### config.mk
export PLATFORM = sky130hd
export DESIGN_NAME = key_event_decoder
export DESIGN_NICKNAME = d
export VERILOG_FILES = /design/src/rtl/key_event_decoder.sv
export SDC_FILE = /design/constraint.sdc
export NUM_CORES = 1
export LEC_CHECK = 0
export BUFFER_PORTS_ARGS = -buffer_cell sky130_fd_sc_hd__buf_2
export CORE_ASPECT_RATIO = 0.75
export CORE_MARGIN = 5
export CORE_UTILIZATION = 60
export DETAILED_ROUTE_END_ITERATION = 8
export GPL_TIMING_DRIVEN = 0
export PLACE_DENSITY = 0.8
export SLEW_MARGIN = 25
export SYNTH_ARGS = -nofsm -noshare
export SYNTH_HDL_FRONTEND = slang
export SYNTH_SLANG_ARGS = --single-unit
### constraint.sdc
create_clock -name CLK100MHZ -period 5.7 [get_ports CLK100MHZ]
set_input_delay 0.855 -clock CLK100MHZ [delete_from_list [all_inputs] [get_ports CLK100MHZ]]
set_output_delay 0.855 -clock CLK100MHZ [all_outputs]
set_load 0.02 [all_outputs]
### src/rtl/key_event_decoder.sv
`default_nettype none
// ============================================================================
// Module      : key_event_decoder
// Description : PS/2 scan-byte parser producing key press/release events for
//               ten mapped keys, with a live pressed bitmap and an event FIFO.
// Revision    : 1.0 - initial release
// ============================================================================
module key_event_decoder #(
    parameter int FIFO_DEPTH       = 4,
    parameter int PREFIX_TIMEOUT_W = 20
) (
    input  logic       CLK100MHZ,
    input  logic       CPU_RESETN,
    input  logic [7:0] scan_byte,
    input  logic       scan_flag,
    output logic       evt_valid,
    input  logic       evt_ready,
    output logic [3:0] evt_code,
    output logic       evt_make,
    output logic [9:0] key_state,
    output logic       fifo_ovf
);

    localparam int                      c_AW    = $clog2(FIFO_DEPTH);
    localparam logic [c_AW:0]           c_FULL  = (c_AW + 1)'(FIFO_DEPTH);
    localparam logic [PREFIX_TIMEOUT_W-1:0] c_TMAX = {PREFIX_TIMEOUT_W{1'b1}};

    localparam logic [7:0] c_EXT_PFX = 8'hE0;
    localparam logic [7:0] c_BRK_PFX = 8'hF0;
    localparam logic [7:0] c_PAU_PFX = 8'hE1;

    typedef enum logic [2:0] {
        ST_IDLE    = 3'd0,
        ST_EXT     = 3'd1,
        ST_BRK     = 3'd2,
        ST_EXT_BRK = 3'd3,
        ST_SKIP    = 3'd4
    } state_t;

    // Returns {hit, index} for single-byte codes.
    function automatic logic [4:0] map_normal(input logic [7:0] b);
        case (b)
            8'h1D:   return {1'b1, 4'd0};
            8'h1C:   return {1'b1, 4'd1};
            8'h1B:   return {1'b1, 4'd2};
            8'h23:   return {1'b1, 4'd3};
            8'h29:   return {1'b1, 4'd4};
            8'h76:   return {1'b1, 4'd5};
            default: return 5'd0;
        endcase
    endfunction

    // Returns {hit, index} for codes following an E0 prefix.
    function automatic logic [4:0] map_ext(input logic [7:0] b);
        case (b)
            8'h75:   return {1'b1, 4'd6};
            8'h6B:   return {1'b1, 4'd7};
            8'h72:   return {1'b1, 4'd8};
            8'h74:   return {1'b1, 4'd9};
            default: return 5'd0;
        endcase
    endfunction

    state_t                      r_state;
    logic [2:0]                  r_skip_cnt;
    logic [PREFIX_TIMEOUT_W-1:0] r_timeout;
    logic                        r_flag_d;

    logic       w_byte_evt;
    logic       w_is_prefix;
    logic [4:0] w_map;
    logic       w_dec_hit;
    logic [3:0] w_dec_idx;
    logic       w_dec_make;
    logic       w_push;

    assign w_byte_evt  = scan_flag & ~r_flag_d;
    assign w_is_prefix = (scan_byte == c_EXT_PFX) || (scan_byte == c_BRK_PFX) ||
                         (scan_byte == c_PAU_PFX);

    always_ff @(posedge CLK100MHZ) begin
        if (!CPU_RESETN) begin
            r_flag_d <= 1'b1;
        end else begin
            r_flag_d <= scan_flag;
        end
    end

    // Prefix bytes never decode; in EXT an E1 simply misses the extended map.
    always_comb begin
        w_map      = 5'd0;
        w_dec_make = 1'b0;
        if (w_byte_evt && !w_is_prefix) begin
            case (r_state)
                ST_IDLE: begin
                    w_map      = map_normal(scan_byte);
                    w_dec_make = 1'b1;
                end
                ST_EXT: begin
                    w_map      = map_ext(scan_byte);
                    w_dec_make = 1'b1;
                end
                ST_BRK: begin
                    w_map      = map_normal(scan_byte);
                    w_dec_make = 1'b0;
                end
                ST_EXT_BRK: begin
                    w_map      = map_ext(scan_byte);
                    w_dec_make = 1'b0;
                end
                default: begin
                    w_map      = 5'd0;
                    w_dec_make = 1'b0;
                end
            endcase
        end
    end

    assign w_dec_hit = w_map[4];
    assign w_dec_idx = w_map[3:0];

    // Typematic repeats and releases of keys not held produce no event.
    assign w_push = w_dec_hit &
                    (w_dec_make ? ~key_state[w_dec_idx] : key_state[w_dec_idx]);

    always_ff @(posedge CLK100MHZ) begin
        if (!CPU_RESETN) begin
            r_state    <= ST_IDLE;
            r_skip_cnt <= 3'd0;
            r_timeout  <= '0;
        end else begin
            if (r_state == ST_IDLE || w_byte_evt || r_timeout == c_TMAX) begin
                r_timeout <= '0;
            end else begin
                r_timeout <= r_timeout + 1'b1;
            end

            case (r_state)
                ST_IDLE: begin
                    if (w_byte_evt) begin
                        if (scan_byte == c_EXT_PFX) begin
                            r_state <= ST_EXT;
                        end else if (scan_byte == c_BRK_PFX) begin
                            r_state <= ST_BRK;
                        end else if (scan_byte == c_PAU_PFX) begin
                            r_state    <= ST_SKIP;
                            r_skip_cnt <= 3'd7;
                        end
                    end
                end
                ST_EXT: begin
                    if (w_byte_evt) begin
                        if (scan_byte == c_BRK_PFX) begin
                            r_state <= ST_EXT_BRK;
                        end else if (scan_byte != c_EXT_PFX) begin
                            r_state <= ST_IDLE;
                        end
                    end else if (r_timeout == c_TMAX) begin
                        r_state <= ST_IDLE;
                    end
                end
                ST_BRK, ST_EXT_BRK: begin
                    if (w_byte_evt || r_timeout == c_TMAX) begin
                        r_state <= ST_IDLE;
                    end
                end
                ST_SKIP: begin
                    if (w_byte_evt) begin
                        if (r_skip_cnt == 3'd1) begin
                            r_state    <= ST_IDLE;
                            r_skip_cnt <= 3'd0;
                        end else begin
                            r_skip_cnt <= r_skip_cnt - 3'd1;
                        end
                    end else if (r_timeout == c_TMAX) begin
                        r_state    <= ST_IDLE;
                        r_skip_cnt <= 3'd0;
                    end
                end
                default: begin
                    r_state    <= ST_IDLE;
                    r_skip_cnt <= 3'd0;
                end
            endcase
        end
    end

    always_ff @(posedge CLK100MHZ) begin
        if (!CPU_RESETN) begin
            key_state <= 10'd0;
        end else if (w_push) begin
            key_state[w_dec_idx] <= w_dec_make;
        end
    end

    // ---------------- first-word-fall-through event FIFO ----------------
    logic [4:0]      r_mem [FIFO_DEPTH];
    logic [c_AW-1:0] r_wr_ptr;
    logic [c_AW-1:0] r_rd_ptr;
    logic [c_AW:0]   r_count;
    logic            w_full;
    logic            w_pop;
    logic            w_wr;

    assign w_full = (r_count == c_FULL);
    assign w_pop  = evt_valid & evt_ready;
    assign w_wr   = w_push & (~w_full | w_pop);

    always_ff @(posedge CLK100MHZ) begin
        if (w_wr) begin
            r_mem[r_wr_ptr] <= {w_dec_idx, w_dec_make};
        end
    end

    always_ff @(posedge CLK100MHZ) begin
        if (!CPU_RESETN) begin
            r_wr_ptr <= '0;
            r_rd_ptr <= '0;
            r_count  <= '0;
            fifo_ovf <= 1'b0;
        end else begin
            if (w_wr) begin
                r_wr_ptr <= r_wr_ptr + 1'b1;
            end
            if (w_pop) begin
                r_rd_ptr <= r_rd_ptr + 1'b1;
            end
            case ({w_wr, w_pop})
                2'b10:   r_count <= r_count + 1'b1;
                2'b01:   r_count <= r_count - 1'b1;
                default: r_count <= r_count;
            endcase
            if (w_push && w_full && !w_pop) begin
                fifo_ovf <= 1'b1;
            end
        end
    end

    assign evt_valid = (r_count != '0);
    assign evt_code  = evt_valid ? r_mem[r_rd_ptr][4:1] : 4'd0;
    assign evt_make  = evt_valid ? r_mem[r_rd_ptr][0]   : 1'b0;

endmodule
`default_nettype wire

==> reports/metrics.sh <==
CTSHTREEMAXLEVEL=3
YOSYS_WARNINGS=0
SYN-INSTANCE-COUNT=401
CTS_HOLD_REPAIR.BUFFERS=0
LAYOUT-AREA-OVERHEAD-VS-SYNTH_PCT=11.8
SYNTH_AREA_LEADER_CELL='dfxtp_1'
FIRST_GLOBAL_VIAS=2894
NUMPLACEDINSTANCES=507
MIN_PERIOD_OVER_PERIOD_PCT=77.1
WORST_SETUP_PATH_START_KIND='input pin'
CTS.PATH.MAX_BUFFERS=2
SYNTH-SEQ-CELLS=67
STD_CELL_ROWS=24
WORST_PATH_FANOUT_MAX=10
TRITONCTS_NUM_SINKS=67
VIAS=3022
FLOORPLAN.INITIALDENSITY_PCT=62.7
POST-CTS-SETUP-BUFFERS=0
YS_DOMINANT_REG_CELL='dfxtp_1'
FIN_NETS=460
FINAL_ANTENNA_NET_COUNT=0
FINAL_PERIOD_MINUS_WORST_SETUP_SLACK_NS=4.39
LARGEST_NET_DEGREE_AT_THE_START_OF_GLOBAL_ROUTING=14
SYNTHESIS.NETS=421
SHARE_OF_SYNTHESIZED_AREA_OCCUPIED_BY_FLIP_FLOPS_AND_LATCHES_PCT=41.6
DP_HPWL_MM=6.04
FINALSETUPVIOLATIONS=0
GPL.FINAL_WEIGHTED_CONGESTION=0.913
SYNTHDISTINCTLIBCELLS=63
SYNTH_ENABLE_FLOP_CELLS=20
SLEW_VIOL_FINAL=0
FLOORPLAN_CORE_AREA_MM2=0.00592
R2R.WORST_PATH.CELLS=14
WORST_SETUP_HOLD_PATH_CLK_SLEW_NS=0.07
TOTALNEGATIVESETUPSLACK_NS=0
POWER_DENSITY_mW_PER_MM2=223
ROUTE.DETAILED.VIAS_PER_INST=5.78
TIGHTESTPINTRANSITION_NS=0.559
PLACEMENT.IO_BUFFERS=28
WIRELENGTH_MET1_MM=3.89
FINALCLOCKSKEW_NS=0.0133
FLOORPLAN.DIE.WIDTH_UM=101
POST-ROUTE-DRC-COUNT=0
MAX_FREQ_MHz=228
WIRELENGTH_MM=7.90
TIMING.CRITICAL_PATH.REQUIRED_NS=5.94
WS_PATH_TYPE='in2reg'
GRT_USE_TOTAL_PCT=21.7
VDD_DROP_MAX_uV=120
DIEHEIGHT_UM=78.1
LAYOUT-DRIVE-GT1-SHARE_PCT=16.0
WORST_HOLD_PATH.NUM_CELLS=1
PER_CELL_ROUTED_WIRE_LENGTH_UM=15.1
YS_TOP_CELLS_BY_AREA='dfxtp_1 25%, edfxtp_1 16%, nor2_1 4.2%, nand2_1 4.0%, and2_1 3.4%'
CTS_TREE='built'
STATUS='finished, final reports clean'
WORST_SLACK_AFTER_DETAILED_PLACEMENT_NS=1.01
GRT_FIRST_PASS_WIRELENGTH_MM=13.7
SHARE_OF_FLIP_FLOPS_WITH_AN_ASYNCHRONOUS_SET_OR_RESET_PCT=0
CRITICAL_PATH_ARRIVAL_NS=4.63
TOTAL_LEAKAGE_POWER_uW=0.00154
WL_MET2_MM=3.43
DR.PASS1.ITERS=5
DETAIL_ROUTE.ITER0.VIOLATIONS=226
FINALNONFILLERCELLS=523
FINAL-HOLD-VIOLATION-COUNT=0
YOSYSTOPAREACELLSHARE_PCT=25.4
CLOCK_TREE.ROOT_CELL='clkbuf_8'
TIMING.HOLD.WORST.CLASS='reg2reg'
POSTSYNTHAREAPERCELL_UM2=9.25
ROUTE.MET3.WL_UM=487
UNREPAIRED_SETUP_ENDPOINTS_AFTER_GLOBAL_ROUTING='no'
PIN_COUNT=29
HIGHEST_METAL_LAYER_WITH_SIGNAL_WIRES='met4'
SYN-CELL-AREA_MM2=0.00371
SLEW-LIMIT-HEADROOM_PCT=62.5
WORSTSKEWPAIRLATENCY_NS=0.35
FINAL_CRITICAL_PATH_SETUP_SLACK_NS=1.31
GRT_ANTENNA_BEFORE_REPAIR=0
GRT.OVERFLOW.TOTAL=0
DESIGN.DIE.AREA_MM2=0.00787
CAP_VIOL_MAX_COUNT=0
CP-END-KIND='register'
ANTENNA_CELLS=0
POST_CTS_RESIZE_COUNT=0
CTS_MADE_BUFFERS=9
[state kept, by name (all words and copies together) (netlist names), named ones only]
name / flops
r_state: 3
r_count: 3
r_flag_d: 1
r_skip_cnt: 3
r_mem: 20
key_state: 10
r_wr_ptr: 2
r_rd_ptr: 2
r_timeout: 20
fifo_ovf: 1
[critical path, stage by stage]
cell and delay (ns):
buf_2 0.13, nand4bb_1 0.31, or2_2 0.38, a21oi_1 0.35, o21ai_2 0.23, mux2i_1 0.19
mux2_2 0.31, a211oi_4 0.54, a31oi_1 0.23, and2_1 0.21, fa_1 0.42, nand3b_1 0.11
mux2i_1 0.07, a311o_1 0.27
[report_power, final]
group	total, µW	switching, µW	internal, µW
logic	40.4	25.6	14.8
clock network	395	191	204
registers	490	1.14	489
total	925	218	707
[Yosys cell counts, types with 2 or more instances]
library cell and number:
nor4b_1 2, mux4_2 5, a21boi_0 5, edfxtp_1 20, nor4_1 5, dfxtp_1 47
o21ai_0 23, nand2b_1 9, clkbuf_1 11, a31o_2 2, nor2_1 42, nand4bb_1 2
mux2_2 2, and2_1 20, a211oi_4 2, a31oi_1 6, o31a_1 2, or2_2 4
ha_1 7, or3_1 3, nor2b_1 4, xnor2_1 9, nand2_1 40, inv_1 16
buf_4 2, nand3b_1 5, o211ai_1 3, mux2i_1 12, nand4_1 2, o21a_1 4
xor2_1 12, and3_1 9, nand3_1 16, nor3_1 9, a21oi_1 11
[metal layers]
layer  vias up  GRT usage, %
met5         -             0
met4         0          4.58
met3        11          6.73
met2        89          32.5
met1      1416          30.9
li1       1506             -
[cells by family (layout without fill, tap and decap cells)]
| logic type | Yosys count | in the layout | synth area share, % |
|---|---|---|---|
| xor gates and xnor gates | 22 | 22 | 5.40 |
| and+or+nand+nor | 183 | 183 | 26.5 |
| buffers and inverters | 30 | 74 | 3.24 |
| muxes | 19 | 19 | 6.88 |
| DFF | 67 | 67 | 41.6 |
| AOI/OAI and AO/OA | 72 | 72 | 13.5 |
| adders and majority gates | 8 | 8 | 2.90 |
[cell type report]
type	instances	area (µm²)
clock inverter	7	75.1
clock buffer	9	124
buffer	13	56.3
sequential	67	1540
inverter	17	63.8
fill	479	1770
multi-input combinational	304	2050
timing repair buffer	28	140
tap	78	97.6
[worst paths after layout]
| path | start | endpoint | slack [ns] |
|---|---|---|---|
| max | scan_byte[3] | r_count[2] | 1.31 |
| min | fifo_ovf | fifo_ovf | 0.47 |
| max reg2reg | r_state[2] | r_count[2] | 1.66 |
| min reg2reg | fifo_ovf | fifo_ovf | 0.47 |
[through the flow]
| step | power, µW | cell area (µm²) | hold slack (ns) | utilization (%) |
|---|---|---|---|---|
| finish | 925 | 4150 | 0.466 | 70.1 |
| CTS | 932 | 4150 | 0.475 | 70.1 |
| detailed placement | 541 | 3950 | 0.458 | 66.7 |
| floorplan | 525 | 3710 | 0.426 | - |
| global placement | 540 | 3950 | 0.439 | 66.7 |
| global route | 964 | 4150 | 0.499 | 70.1 |
[layout by cell type, fill, tap and decap left out, types with 3 or more instances in the layout]
cell type,instances
nand3_1,16
inv_1,16
nor3_1,9
buf_2,28
a21oi_1,11
clkbuf_1,11
o211ai_1,3
and2_1,20
xor2_1,12
mux2i_1,12
nand2_1,40
ha_1,7
clkbuf_8,9
or3_1,3
nor2b_1,4
o21a_1,4
nor4_1,5
nand3b_1,5
edfxtp_1,20
nor2_1,42
a31oi_1,6
or2_2,4
dfxtp_1,47
xnor2_1,9
a21boi_0,5
o21ai_0,23
clkinvlp_4,3
and3_1,9
mux4_2,5
nand2b_1,9
(Power assumes the default switching activity.)
